$ cat config.mk
export PLATFORM = sky130hd
export DESIGN_NAME = mem_responder_flat
export DESIGN_NICKNAME = d
export VERILOG_FILES = /design/src/rtl/mem_responder_if.sv /design/src/rtl/mem_responder.sv /design/src/flat_wrapper.sv
export SDC_FILE = /design/constraint.sdc
export NUM_CORES = 1
export LEC_CHECK = 0
export CAP_MARGIN = 20
export CORE_MARGIN = 1.5
export CORE_UTILIZATION = 32
export CTS_CLUSTER_DIAMETER = 150
export CTS_CLUSTER_SIZE = 40
export DETAILED_ROUTE_END_ITERATION = 8
export MAX_ROUTING_LAYER = met4
export PLACE_DENSITY = 0.87
export SLEW_MARGIN = 5
export SYNTH_ARGS = -nofsm -noshare
export SYNTH_HDL_FRONTEND = slang
export SYNTH_SLANG_ARGS = --single-unit
$ cat constraint.sdc
create_clock -name clk -period 1.7 [get_ports clk]
set_input_delay 0.34 -clock clk [delete_from_list [all_inputs] [get_ports clk]]
set_output_delay 0.34 -clock clk [all_outputs]
set_load 0.05 [all_outputs]
$ cat src/rtl/mem_responder_if.sv
// mem_responder_if: groups the CPU data port (A), the instruction port (B),
// the CPU step enable, the external single-port SRAM bus and the serial
// byte handshake into one bundle.
//   slave  : the responder side (mem_responder)
//   master : the environment side (CPU, SRAM device, serial link)
// Port A: addrA, ctrlA, wdataA -> rdataA.  Port B: addrB -> rdataB.
// SRAM: sram_addr/sram_dout/strobes out, sram_din in.
// Serial: tx_data/tx_valid out, tx_ready in; rx_data/rx_valid in.
interface mem_responder_if;
    logic [15:0] addrA;
    logic [1:0]  ctrlA;
    logic [15:0] wdataA;
    logic [15:0] rdataA;
    logic [15:0] addrB;
    logic [15:0] rdataB;
    logic        cpu_step;
    logic [15:0] sram_addr;
    logic [15:0] sram_dout;
    logic [15:0] sram_din;
    logic        sram_ce_n;
    logic        sram_oe_n;
    logic        sram_we_n;
    logic [7:0]  tx_data;
    logic        tx_valid;
    logic        tx_ready;
    logic [7:0]  rx_data;
    logic        rx_valid;

    modport slave (
        input  addrA, ctrlA, wdataA, addrB, sram_din, tx_ready, rx_data, rx_valid,
        output rdataA, rdataB, cpu_step, sram_addr, sram_dout,
               sram_ce_n, sram_oe_n, sram_we_n, tx_data, tx_valid
    );

    modport master (
        output addrA, ctrlA, wdataA, addrB, sram_din, tx_ready, rx_data, rx_valid,
        input  rdataA, rdataB, cpu_step, sram_addr, sram_dout,
               sram_ce_n, sram_oe_n, sram_we_n, tx_data, tx_valid
    );
endinterface

$ cat src/rtl/mem_responder.sv
// mem_responder: time-multiplexes the CPU data port (A) and instruction
// port (B) onto one single-port SRAM with a two-phase sequencer. Phase A
// serves the data port, phase B the fetch; cpu_step is high during phase B
// so the CPU advances once per completed A+B pair.
// Ports:
//   clk  - system clock
//   rst  - asynchronous reset, active low
//   bus  - mem_responder_if.slave (CPU ports, SRAM bus, serial handshake)
// Optional feature, macro UART_MMIO_EN: port-A accesses to MMIO_DATA_ADDR /
// MMIO_STAT_ADDR go to a byte serial port instead of the SRAM. Without the
// macro those addresses are ordinary SRAM and the serial outputs are 0.
module mem_responder #(
    parameter logic [15:0] RESET_IR       = 16'h0800,
    parameter logic [15:0] MMIO_DATA_ADDR = 16'hBF00,
    parameter logic [15:0] MMIO_STAT_ADDR = 16'hBF01
) (
    input  logic           clk,
    input  logic           rst,
    mem_responder_if.slave bus
);
    typedef enum logic {PH_A = 1'b0, PH_B = 1'b1} phase_e;

    phase_e      phase_q, phase_d;
    logic [15:0] rdataA_q, rdataA_d;
    logic [15:0] rdataB_q, rdataB_d;
    logic        rd_a, wr_a;
    logic        mmio_hit;
    logic [15:0] mmio_rdata;

    assign rd_a = (bus.ctrlA == 2'b01);
    assign wr_a = (bus.ctrlA == 2'b10);

`ifdef UART_MMIO_EN
    logic       tx_valid_q, tx_valid_d;
    logic [7:0] tx_data_q, tx_data_d;
    logic [7:0] rx_byte_q, rx_byte_d;
    logic       rx_full_q, rx_full_d;
    logic       ovr_q, ovr_d;
    logic       data_hit, stat_hit;
    logic       data_wr, data_rd, stat_rd;

    assign data_hit = (bus.addrA == MMIO_DATA_ADDR);
    assign stat_hit = (bus.addrA == MMIO_STAT_ADDR);
    assign mmio_hit = (rd_a || wr_a) && (data_hit || stat_hit);

    // Register side effects happen on the edge ending phase A, so each
    // CPU access acts exactly once per pair.
    assign data_wr = (phase_q == PH_A) && wr_a && data_hit;
    assign data_rd = (phase_q == PH_A) && rd_a && data_hit;
    assign stat_rd = (phase_q == PH_A) && rd_a && stat_hit;

    assign mmio_rdata = data_hit ? (rx_full_q ? {8'h00, rx_byte_q} : 16'h0000)
                                 : {13'b0, ovr_q, rx_full_q, ~tx_valid_q};

    always_comb begin
        tx_valid_d = tx_valid_q;
        tx_data_d  = tx_data_q;
        rx_byte_d  = rx_byte_q;
        rx_full_d  = rx_full_q;
        ovr_d      = ovr_q;

        // A write landing while a byte is still pending is dropped.
        if (tx_valid_q && bus.tx_ready) begin
            tx_valid_d = 1'b0;
        end else if (data_wr && !tx_valid_q) begin
            tx_valid_d = 1'b1;
            tx_data_d  = bus.wdataA[7:0];
        end

        if (data_rd) rx_full_d = 1'b0;
        if (stat_rd) ovr_d = 1'b0;

        // A byte arriving with the holding register freed this same cycle
        // is accepted; otherwise a full register drops it and flags overrun.
        if (bus.rx_valid) begin
            if (rx_full_q && !data_rd) begin
                ovr_d = 1'b1;
            end else begin
                rx_full_d = 1'b1;
                rx_byte_d = bus.rx_data;
            end
        end
    end

    always_ff @(posedge clk or negedge rst) begin
        if (!rst) begin
            tx_valid_q <= 1'b0;
            tx_data_q  <= 8'h00;
            rx_byte_q  <= 8'h00;
            rx_full_q  <= 1'b0;
            ovr_q      <= 1'b0;
        end else begin
            tx_valid_q <= tx_valid_d;
            tx_data_q  <= tx_data_d;
            rx_byte_q  <= rx_byte_d;
            rx_full_q  <= rx_full_d;
            ovr_q      <= ovr_d;
        end
    end

    assign bus.tx_valid = tx_valid_q;
    assign bus.tx_data  = tx_data_q;
`else
    logic unused_mmio;

    assign mmio_hit     = 1'b0;
    assign mmio_rdata   = 16'h0000;
    assign bus.tx_valid = 1'b0;
    assign bus.tx_data  = 8'h00;
    assign unused_mmio  = ^{bus.tx_ready, bus.rx_data, bus.rx_valid,
                            MMIO_DATA_ADDR, MMIO_STAT_ADDR};
`endif

    // Sequencer next state plus SRAM strobes. The strobes are a pure decode
    // of the registered phase and pair-stable CPU inputs, so they do not
    // glitch; rst forces them idle so an access cut by reset never writes.
    always_comb begin
        phase_d       = (phase_q == PH_A) ? PH_B : PH_A;
        rdataA_d      = rdataA_q;
        rdataB_d      = rdataB_q;
        bus.sram_addr = 16'h0000;
        bus.sram_dout = 16'h0000;
        bus.sram_ce_n = 1'b1;
        bus.sram_oe_n = 1'b1;
        bus.sram_we_n = 1'b1;
        bus.cpu_step  = 1'b0;

        if (rst) begin
            case (phase_q)
                PH_A: begin
                    bus.sram_addr = bus.addrA;
                    if (mmio_hit) begin
                        if (rd_a) rdataA_d = mmio_rdata;
                    end else if (rd_a) begin
                        bus.sram_ce_n = 1'b0;
                        bus.sram_oe_n = 1'b0;
                        rdataA_d      = bus.sram_din;
                    end else if (wr_a) begin
                        bus.sram_ce_n = 1'b0;
                        bus.sram_we_n = 1'b0;
                        bus.sram_dout = bus.wdataA;
                    end
                end
                PH_B: begin
                    bus.sram_addr = bus.addrB;
                    bus.sram_ce_n = 1'b0;
                    bus.sram_oe_n = 1'b0;
                    bus.cpu_step  = 1'b1;
                    rdataB_d      = bus.sram_din;
                end
                default: ;
            endcase
        end
    end

    always_ff @(posedge clk or negedge rst) begin
        if (!rst) begin
            phase_q  <= PH_A;
            rdataA_q <= 16'h0000;
            rdataB_q <= RESET_IR;
        end else begin
            phase_q  <= phase_d;
            rdataA_q <= rdataA_d;
            rdataB_q <= rdataB_d;
        end
    end

    assign bus.rdataA = rdataA_q;
    assign bus.rdataB = rdataB_q;
endmodule

$ cat src/flat_wrapper.sv
// flat-port wrapper written by rule: the top's interface ports become plain ports
module mem_responder_flat 
#(
    parameter logic [15:0] RESET_IR       = 16'h0800,
    parameter logic [15:0] MMIO_DATA_ADDR = 16'hBF00,
    parameter logic [15:0] MMIO_STAT_ADDR = 16'hBF01
)
  (clk, rst, bus_addrA, bus_ctrlA, bus_wdataA, bus_addrB, bus_sram_din, bus_tx_ready, bus_rx_data, bus_rx_valid, bus_rdataA, bus_rdataB, bus_cpu_step, bus_sram_addr, bus_sram_dout, bus_sram_ce_n, bus_sram_oe_n, bus_sram_we_n, bus_tx_data, bus_tx_valid);
  mem_responder_if bus_i ();
  input  logic clk;
  input  logic rst;
  input wire logic [$bits(bus_i.addrA)-1:0] bus_addrA;
  input wire logic [$bits(bus_i.ctrlA)-1:0] bus_ctrlA;
  input wire logic [$bits(bus_i.wdataA)-1:0] bus_wdataA;
  input wire logic [$bits(bus_i.addrB)-1:0] bus_addrB;
  input wire logic [$bits(bus_i.sram_din)-1:0] bus_sram_din;
  input wire logic [$bits(bus_i.tx_ready)-1:0] bus_tx_ready;
  input wire logic [$bits(bus_i.rx_data)-1:0] bus_rx_data;
  input wire logic [$bits(bus_i.rx_valid)-1:0] bus_rx_valid;
  output wire logic [$bits(bus_i.rdataA)-1:0] bus_rdataA;
  output wire logic [$bits(bus_i.rdataB)-1:0] bus_rdataB;
  output wire logic [$bits(bus_i.cpu_step)-1:0] bus_cpu_step;
  output wire logic [$bits(bus_i.sram_addr)-1:0] bus_sram_addr;
  output wire logic [$bits(bus_i.sram_dout)-1:0] bus_sram_dout;
  output wire logic [$bits(bus_i.sram_ce_n)-1:0] bus_sram_ce_n;
  output wire logic [$bits(bus_i.sram_oe_n)-1:0] bus_sram_oe_n;
  output wire logic [$bits(bus_i.sram_we_n)-1:0] bus_sram_we_n;
  output wire logic [$bits(bus_i.tx_data)-1:0] bus_tx_data;
  output wire logic [$bits(bus_i.tx_valid)-1:0] bus_tx_valid;
  assign bus_i.addrA = bus_addrA;
  assign bus_i.ctrlA = bus_ctrlA;
  assign bus_i.wdataA = bus_wdataA;
  assign bus_i.addrB = bus_addrB;
  assign bus_i.sram_din = bus_sram_din;
  assign bus_i.tx_ready = bus_tx_ready;
  assign bus_i.rx_data = bus_rx_data;
  assign bus_i.rx_valid = bus_rx_valid;
  assign bus_rdataA = bus_i.rdataA;
  assign bus_rdataB = bus_i.rdataB;
  assign bus_cpu_step = bus_i.cpu_step;
  assign bus_sram_addr = bus_i.sram_addr;
  assign bus_sram_dout = bus_i.sram_dout;
  assign bus_sram_ce_n = bus_i.sram_ce_n;
  assign bus_sram_oe_n = bus_i.sram_oe_n;
  assign bus_sram_we_n = bus_i.sram_we_n;
  assign bus_tx_data = bus_i.tx_data;
  assign bus_tx_valid = bus_i.tx_valid;
  mem_responder #(.RESET_IR(RESET_IR), .MMIO_DATA_ADDR(MMIO_DATA_ADDR), .MMIO_STAT_ADDR(MMIO_STAT_ADDR)) u_core (.clk(clk), .rst(rst), .bus(bus_i));
endmodule
==> out/summary.md, run 1 <==
## Clock tree
• 2 — buffers from clock root to sink, at most
• 2 — H-tree lvl count
• done — clock tree from TritonCTS
• 33 — number of sinks handled by clock tree synthesis
• 270 ps — insertion delay of the later-clocked pin in the worst-skew pair
• 70 ps — Worst-path clk slew
• 5 — cts bufs inserted
• clkbuf_8 — CTS Root Cell

## Timing
• true — RSZ-0062 raised after global routing
• 1740 ps — post-route minimum period
• 71.7 ps — hold slack final
• -41.0 ps — Final WS setup
• 102% — final period utilization
• 17 — Final setup viols
• 6.04 ps — Clock Skew
• 574 MHz — Max Fclk
• 0 — number of hold-slack violations in the final timing report
• 0 — max-slew violation count
• -420 ps — Total Negative Setup Slacks

## Power
• 728 nW/um^2 — power density of the placed cells
• 38.0% — Switching Share
• 1.72 nW — leakage power of the design
• 0.00102 W — switching component of the power
• 0.00167 W — Int Power
• 20.1% — Clk pwr share
• 0.000449 V — IR drop worst, VDD
• 35.4% — power share of the sequential group
• 0.00270 W — total power
• 44.5% — power share of the combinational group

## Status
• finished, violations left — status
• setup timing — failing checks

## Yosys
• dfrtp_1 45%, mux2_2 20%, mux2i_1 9.0% — ranking of synthesized cells by area
• dfrtp_1 — post-synth top area cell
• 20 — distinct cell type count after synthesis
• dfrtp_1 — most repeated cell in the gate-level netlist after synthesis
• 1780 sq um — post-synth design cell area
• 0 — number of enable flip-flop cells after synthesis
• 45.1% — area share of the largest cell type after synthesis
• 32 x dfrtp_1, 31 x mux2_2, 16 x and2_1, 16 x mux2i_1, 16 x nor2b_1 — Commonest cells post-synth
• 12.4 sq um — Avg Synthesized Cell Area
• 46.6% — share of the yosys chip area belonging to registers
• 0 — count of synthesis-stage warnings from yosys
• dfrtp_1 — most used flip-flop cell after synthesis
• 100% — share of async-settable or async-resettable flops after synthesis
• 33 — synthesis-stage register bit count
• 143 — synthesized instance count

## Placed design
• 0.721 — routability-driven placement congestion ratio
• 4120 um — detailed placement HPWL
• 135 — Buffers on Ports
• -533 ps — Placement Setup Slack

## Floorplanning
• 33.9% — initial standard-cell utilization of the core
• 77.5 um — vertical die dimension
• 77.5 um — Die Wd
• 26 — number of rows created at floorplan
• 6000 sq um — Total Die Area
• 5240 sq um — Core Footprint
• 155 — Boundary Pins

## Layout
• 367 — final-stage net count
• 109% — area added between synthesis and finish
• 0 — ant diodes
• 56.6% — proportion of layout cells with a drive suffix above 1

## Critical path
• register — startpoint types
• reg2out — WS Path Type
• 1400 ps — arrival time at the worst endpoint
• 1360 ps — worst path required time
• output pin — kind of end point of the critical path
• 8 — crit-path max FO

## GRT
• 23 — largest net degree at the start of global routing
• 8480 um — first-pass GRT wire length
• 0 — total overflow reported by the global router
• 1679 — via count of the first global-routing pass
• 0 — initial antenna violation count
• 18.5% — total global routing track utilization

## Routing
• 5090 um — final wirelength
• 4.46 — number of vias per cell after detailed routing
• 3 — number of detailed-routing iterations run before antenna repair
• 14.2 um — per-cell routed wire length
• 34 — Iteration-0 DRC Markers
• 1595 — total vias in the final route
• 0 — antenna-violating nets left
• 0 — DRC violations left

## Worst hold path
• in2async — kind of path behind the tightest hold check

## Job
• 0 — max-capacitance violation count

-- kinds of logic after synthesis --
group                    after synthesis  synth area share (%)
other                                  1                 0.211
multiplexers                          48                  29.5
AND/OR/NAND/NOR                       36                  13.7
adder cells (fa/ha/maj)                2                  1.41
buffers and inverters                 21                  7.96
AO/OA/AOI/OAI                          2                 0.564
flip-flops                            33                  46.6
-- critical path: stages (launching register included) --
cell,delay [ps]
dfrtp_1,420
and4bb_4,390
and2_4,180
buf_12,130
-- area by class of cell --
| type | count | area [sq um] |
|---|---|---|
| well taps | 70 | 87.6 |
| clock inverters | 2 | 10.0 |
| fillers | 374 | 1530 |
| clock buffers | 6 | 72.6 |
| multi-input cells | 98 | 978 |
| inverters | 5 | 18.8 |
| flip-flops and latches | 33 | 827 |
| repair buffers | 144 | 1710 |
-- layout by cell type (no fill, tap or decap), drive strengths merged --
master	n
nand3	1
and2	16
mux2	32
clkdlybuf4s50	64
o21ai	2
inv	5
nand3b	1
mux2i	16
nor2b	16
dfstp	1
buf	80
dfrtp	32
clkinv	2
ha	2
and4bb	2
clkbuf	6
conb	9
nand2	1
-- per-stage QoR --
step	cells	util, %	cell area, sq um
finish	358	70.7	3700
global route	358	70.7	3700
CTS	358	70.5	3690
detailed placement	349	67.4	3530
global placement	349	67.4	3530
floorplan	151	-	1860
-- power by group through the flow --
stage | clock (W) | sequential, W | combinational, W
after floorplan | 0 | 0.00136 | 0.000302
after global placement | 0 | 0.000965 | 0.00118
after detailed placement | 0 | 0.000970 | 0.00120
after CTS | 0.000568 | 0.000956 | 0.00121
after global routing | 0.000612 | 0.000969 | 0.00125
final | 0.000542 | 0.000956 | 0.00120
-- flip-flops by register name, indices dropped and copies added, names as in the netlist --
signal / flops
u_core.bus.rdataB: 16
u_core.bus.rdataA: 16
u_core.phase_q: 1
-- what timing repair did --
item,4_1_cts,5_1_grt
buffers inserted,0,0
endpoints found under the setup margin,36,34
hold endpoints to repair,0,0
cloned,1,0
pin swaps,20,8
gates resized for setup,33,4
hold buffers,0,0
-- path summary, 6_finish.rpt --
check                                                      start                                 to  slack [ps]  cells past startpoint
worst max register to register          u_core.phase_q$_DFF_PN0_   u_core.bus.rdataA[0]$_DFFE_PN0P_         280                      3
worst min register to register  u_core.bus.rdataB[0]$_DFFE_PN0P_   u_core.bus.rdataB[0]$_DFFE_PN0P_         510                      1
max in group asynchronous                                    rst   u_core.bus.rdataB[6]$_DFFE_PN0P_        1350                      2
worst min-delay path                                         rst  u_core.bus.rdataA[12]$_DFFE_PN0P_          70                      2
worst max-delay path                    u_core.phase_q$_DFF_PN0_                   bus_sram_dout[1]         -40                      3
min in group clk                u_core.bus.rdataB[0]$_DFFE_PN0P_   u_core.bus.rdataB[0]$_DFFE_PN0P_         510                      1
-- metal layers --
layer  part of all wire, %  global-route usage (%)  vias up
met2                    53                    31.3       93
met5                     0                       -        -
met3                   9.5                    6.71        7
li1                      -                       -      748
met4                  0.84                    4.36        0
met1                    37                    20.8      747
Note: power is estimated with default switching activity, not from simulation.
==> inputs of run 2 (changes only) <==
CORE_ASPECT_RATIO = 0.6   (was unset)
CORE_UTILIZATION = 29   (was 32)
PLACE_DENSITY = 0.83   (was 0.87)
clock period = 1.51 ns   (was 1.7 ns; I/O delays follow)
==> out/summary.md, run 2 (same netlist as run 1, synthesis figures left out) <==
## Critical path
• 8 — crit-path max FO, unchanged
• reg2out — WS Path Type
• simple AND/OR/NAND/NOR gates — critical path's top delay family
• 1 — Buf+Inv Stages, Crit Path, unchanged
• 50 ps — slack of the worst reg-to-reg path, -230 ps
• 1440 ps — arrival time at the worst endpoint, +40 ps
• output pin — kind of end point of the critical path
• and4bb_4 -> and2_4 -> buf_12 — CP Cell Sequence
• register — startpoint types
• 1210 ps — worst path required time, -150 ps
• dfrtp_2 — slowest stage cell, crit path
• 450 ps — largest stage delay on the critical path, +30 ps

## Timing
• -228 ps — Final WS setup, -187 ps
• true — RSZ-0062 raised after global routing
• 575 MHz — Max Fclk
• 1740 ps — post-route minimum period
• 0 — max-slew violation count, unchanged
• 115% — final period utilization
• 85.0 ps — hold slack final, +13.4 ps
• 0 — number of hold-slack violations in the final timing report, unchanged
• 35 — Final setup viols, +18
• 8.05 ps — Clock Skew, +2.01 ps

## Clock tree
• 280 ps — insertion delay of the later-clocked pin in the worst-skew pair, about the same
• clkbuf_8 — CTS Root Cell
• 2 — buffers from clock root to sink, at most, unchanged
• 5 — cts bufs inserted, unchanged
• done — clock tree from TritonCTS
• 33 — number of sinks handled by clock tree synthesis, unchanged
• 60 ps — Worst-path clk slew, about the same
• 2 — H-tree lvl count, unchanged

## GRT
• 0 — total overflow reported by the global router, unchanged
• 9230 um — first-pass GRT wire length, +8.8%
• 1635 — via count of the first global-routing pass, -2.6%
• 0 — initial antenna violation count, unchanged
• 19.1% — total global routing track utilization, +0.66 points
• 30 — largest net degree at the start of global routing, +30%

## Layout
• 68 x buf_12, 64 x clkdlybuf4s50_1, 31 x mux2_2, 31 x dfrtp_1, 16 x and2_4 — most frequent cells in the layout
• buf_12 — leading cell type in the layout, fill and taps excluded
• 0 — ant diodes, unchanged
• 367 — final-stage net count, unchanged
• 137% — area added between synthesis and finish
• 58.7% — proportion of layout cells with a drive suffix above 1, +2.1 points
• 4210 sq um — post-route cell area, +14%

## Routing
• 15 — Iteration-0 DRC Markers, -56%
• 5990 um — final wirelength, +18%
• 1566 — total vias in the final route, -1.8%
• 0 — antenna-violating nets left, unchanged
• 4.26 — number of vias per cell after detailed routing, -4.5%
• 0 — DRC violations left, unchanged
• 3 — number of detailed-routing iterations run before antenna repair, unchanged
• 16.3 um — per-cell routed wire length, +14%

## Placed design
• 4820 um — detailed placement HPWL, +17%
• 135 — Buffers on Ports, unchanged
• 4000 sq um — total placed instance area, +13%
• 0.813 — routability-driven placement congestion ratio, +13%

## Floorplanning
• 6620 sq um — Total Die Area, +10%
• 5730 sq um — Core Footprint, +9.4%
• 31.0% — initial standard-cell utilization of the core, -2.9 points
• 104 um — Die Wd, +34%
• 63.6 um — vertical die dimension, -18%
• 155 — Boundary Pins, unchanged
• 21 — number of rows created at floorplan, -19%

## Power
• 0.00126 W — switching component of the power, +23%
• 23.0% — Clk pwr share, +2.9 points
• 31.1% — power share of the sequential group, -4.3 points
• 0.000578 V — IR drop worst, VDD, +29%
• 0.00242 W — Int Power, +45%
• 0.00368 W — total power, +36%
• 34.3% — Switching Share, -3.7 points
• 873 nW/um^2 — power density of the placed cells, +20%
• 1.88 nW — leakage power of the design, +9.0%
• 45.9% — power share of the combinational group, +1.4 points

## Job
• 0 — max-capacitance violation count, unchanged

## Status
• finished, violations left — status
• setup timing — failing checks

## Worst hold path
• in2async — kind of path behind the tightest hold check

==> run 2: cell types whose count changed in the layout (fill, tap and decap cells not counted), sizes merged <==
cell and delta:
buf -2, clkdlybuf4s15 +1, clkinv -2, clkbuf +2, bufinv +1
==> run 2: power by group through the flow <==
stage / Sequential (W) / Clock (W) / Combinational (W)
after CTS: 0.00115 / 0.000874 / 0.00170
after floorplan: 0.00153 / 0 / 0.000353
final: 0.00115 / 0.000846 / 0.00169
after global routing: 0.00116 / 0.000903 / 0.00174
after global placement: 0.00115 / 0 / 0.00166
after detailed placement: 0.00116 / 0 / 0.00167
==> run 2: layout make-up <==
class                   count  area, sq um
well taps                  80          100
fillers                   395         1510
multi-input cells          98         1050
repair buffers            144         2100
clock inverters             1         30.0
clock buffers               7         86.3
inverters                   5         18.8
flip-flops and latches     33          828
==> run 2: metal layers <==
layer	vias up	routed length, um	global-route usage (%)
li1	747	-	-
met1	756	2650	23.3
met2	59	3040	32.1
met3	4	249	4.66
met4	0	46	4.86
met5	-	0	-
==> run 2: worst paths after layout <==
| kind | start | end | depth (start not counted) |
|---|---|---|---|
| max in group asynchronous | rst | u_core.bus.rdataB[11]$_DFFE_PN1P_ | 2 |
| worst max-delay path | u_core.phase_q$_DFF_PN0_ | bus_sram_dout[14] | 3 |
| worst min-delay path | rst | u_core.phase_q$_DFF_PN0_ | 2 |
| min in group clk | u_core.bus.rdataB[14]$_DFFE_PN0P_ | u_core.bus.rdataB[14]$_DFFE_PN0P_ | 1 |
| worst min register to register | u_core.bus.rdataB[14]$_DFFE_PN0P_ | u_core.bus.rdataB[14]$_DFFE_PN0P_ | 1 |
| worst max register to register | u_core.phase_q$_DFF_PN0_ | u_core.bus.rdataA[12]$_DFFE_PN0P_ | 3 |
==> run 2: what timing repair did <==
item | CTS | global route
endpoints found under the hold margin | 0 | 0
setup endpoints to repair | 52 | 51
gates cloned | 1 | 0
pin swaps | 14 | 12
buffers inserted | 0 | 0
resized for setup | 28 | 3
hold buffers | 0 | 0
==> run 2: worst reg2reg max path, cell delays in order (launching register included) <==
cell and delay (ps):
dfrtp_2 430, buf_8 220, nand3b_4 320, mux2_2 380
==> run 2: stage by stage <==
stage	setup slack, ps	util, %	cells	setup TNS [ps]
6_report	-228	73.6	368	-6720
5_1_grt	-289	73.6	368	-9060
4_1_cts	-242	73.4	368	-7110
3_5_place_dp	-675	69.8	359	-17070
3_3_place_gp	-603	69.8	359	-15660
2_1_floorplan	-233	-	151	-466
==> inputs of run 3 (changes only) <==
CORE_MARGIN = 3   (was 1.5)
==> out/summary.md, run 3 (same netlist as run 1, synthesis figures left out) <==
## Routing
• 26 — Iteration-0 DRC Markers, +11
• 6270 um — final wirelength, +4.7%
• 4.36 — number of vias per cell after detailed routing, +2.5%
• 0 — DRC violations left, unchanged
• 3 — number of detailed-routing iterations run before antenna repair, unchanged
• 0 — antenna-violating nets left, unchanged
• 16.6 um — per-cell routed wire length, +2.0%
• 1649 — total vias in the final route, +5.3%

## Critical path
• buf_2 -> buf_6 -> ha_4 -> and4bb_4 -> buf_12 -> and2_4 -> buf_12 — CP Cell Sequence
• 1210 ps — worst path required time, about the same
• 60 ps — slack of the worst reg-to-reg path, about the same
• u_core.bus.rdataB[15]$_DFFE_PN0P_ — critical register-to-register path endpoint
• 8 — crit-path max FO, unchanged
• buf_12 — CP dominant cell by count
• and4bb_4 — slowest stage cell, crit path
• input pin — startpoint types
• in2out — WS Path Type
• u_core.phase_q$_DFF_PN0_ — launch point of the worst reg-to-reg path
• 400 ps — largest stage delay on the critical path, -50 ps
• output pin — kind of end point of the critical path
• 1480 ps — arrival time at the worst endpoint, +40 ps
• 6 — depth of the worst register-to-register path, +3
• bus_ctrlA[0] — startpoint of the most critical setup path

## Power
• 1.95 nW — leakage power of the design, +3.7%
• 0.000419 V — IR drop worst, VDD, -28%
• 0.00347 W — total power, -5.8%
• 796 nW/um^2 — power density of the placed cells, -8.8%

## GRT
• 0 — initial antenna violation count, unchanged
• 9620 um — first-pass GRT wire length, +4.3%
• 0 — total overflow reported by the global router, unchanged
• 18.1% — total global routing track utilization, -0.99 points
• 29 — largest net degree at the start of global routing, -3.3%
• 1808 — via count of the first global-routing pass, +11%

## Layout
• 60.7% — proportion of layout cells with a drive suffix above 1, +2.1 points
• 145% — area added between synthesis and finish
• buf_12 — leading cell type in the layout, fill and taps excluded
• 355 — number of inserted filler cells in the final layout, -10%
• 0 — ant diodes, unchanged
• 71 x buf_12, 64 x clkdlybuf4s50_1, 31 x mux2_2, 31 x dfrtp_1, 16 x and2_4 — most frequent cells in the layout
• 75.6% — utilization after layout, +2.1 points
• 377 — final-stage net count, +2.7%

## Timing
• true — RSZ-0062 raised after global routing
• 118% — final period utilization, +3.2 points
• 8.13 ps — Clock Skew, +0.0851 ps
• 40.5 ps — hold slack final, -44.5 ps
• 560 MHz — Max Fclk, -2.7%
• -276 ps — Final WS setup, -48.2 ps
• 0 — max-slew violation count, unchanged
• 0 — number of hold-slack violations in the final timing report, unchanged
• 35 — Final setup viols, unchanged
• 1790 ps — post-route minimum period, +48.2 ps

## Status
• setup timing — failing checks
• finished, violations left — status

## Placed design
• -605 ps — Placement Setup Slack, +70.5 ps
• 0.777 — routability-driven placement congestion ratio, -4.5%
• 4900 um — detailed placement HPWL, +1.5%
• 135 — Buffers on Ports, unchanged

## Clock tree
• 33 — number of sinks handled by clock tree synthesis, unchanged
• 270 ps — insertion delay of the later-clocked pin in the worst-skew pair, about the same
• 2 — H-tree lvl count, unchanged
• 5 — cts bufs inserted, unchanged
• 2 — buffers from clock root to sink, at most, unchanged
• 60 ps — Worst-path clk slew, about the same
• clkbuf_8 — CTS Root Cell
• done — clock tree from TritonCTS

## Job
• 0 — max-capacitance violation count, unchanged

## Floorplanning
• 5750 sq um — Core Footprint, +0.46%
• 155 — Boundary Pins, unchanged
• 107 um — Die Wd, +2.9%
• 7130 sq um — Total Die Area, +7.7%
• 30.9% — initial standard-cell utilization of the core, -0.14 points
• 66.6 um — vertical die dimension, +4.7%
• 21 — number of rows created at floorplan, unchanged

## Worst hold path
• in2async — kind of path behind the tightest hold check

==> run 3: cell types whose count changed in the layout (fill, tap and decap cells not counted), moves of 2 or more <==
cell     delta
buf_12      +3
mux2i_2     +2
o21ai_4     +2
buf_6       +4
inv_2       +2
inv_1       -2
==> run 3: report_power, final <==
part	internal (W)	leakage [nW]	total [W]	switching [W]
Clock	0.000323	0.0422	0.000614	0.000291
Sequential	0.00101	0.384	0.00114	0.000132
Combinational	0.000880	1.52	0.00171	0.000828
==> run 3: repair_timing <==
item                                    4_1_cts  5_1_grt
pin swaps                                    13        1
endpoints found under the setup margin       52       55
resized for setup                            37       10
setup buffers                                 5        1
hold buffers                                  1        0
hold endpoints to repair                      3        0
cloned                                        2        2
==> run 3: worst max-delay path by stage <==
stage,to,depth (start not counted)
3_3_place_gp,bus_sram_dout[15],7
5_1_grt,bus_sram_dout[0],4
4_1_cts,bus_sram_dout[1],4
2_1_floorplan,bus_sram_ce_n,3
3_5_place_dp,bus_sram_dout[1],7
6_report,bus_sram_dout[3],7
==> run 3: cell type report <==
class / count / area (sq um) / share of cell area, %
tap: 80 / 100 / 2.30
clock inverter: 1 / 5.00 / 0.115
timing repair buffer: 154 / 2250 / 51.7
clock buffer: 7 / 76.3 / 1.75
multi-input combinational: 98 / 1070 / 24.6
inverter: 5 / 18.8 / 0.431
sequential: 33 / 828 / 19.0
==> run 3: per-layer routing <==
metal	GRT usage [%]	vias to the layer above	routed length, um
met5	-	-	0
met4	3.99	0	69
met2	32.9	68	3310
met1	20.0	806	2410
met3	5.42	7	489
li1	-	768	-
==> run 3: stage by stage <==
step / TNS (ps) / cells / cell area [sq um]
final: -8120 / 378 / 4350
after global routing: -9860 / 378 / 4350
after CTS: -8320 / 376 / 4300
after detailed placement: -16270 / 360 / 4030
after global placement: -15740 / 360 / 4030
after floorplan: -466 / 151 / 1930
==> run 3: critical path: cells and delay by family <==
family        cells  cell delay [ps]
fa+ha+maj         1              140
buf+inv           4              480
simple gates      2              540
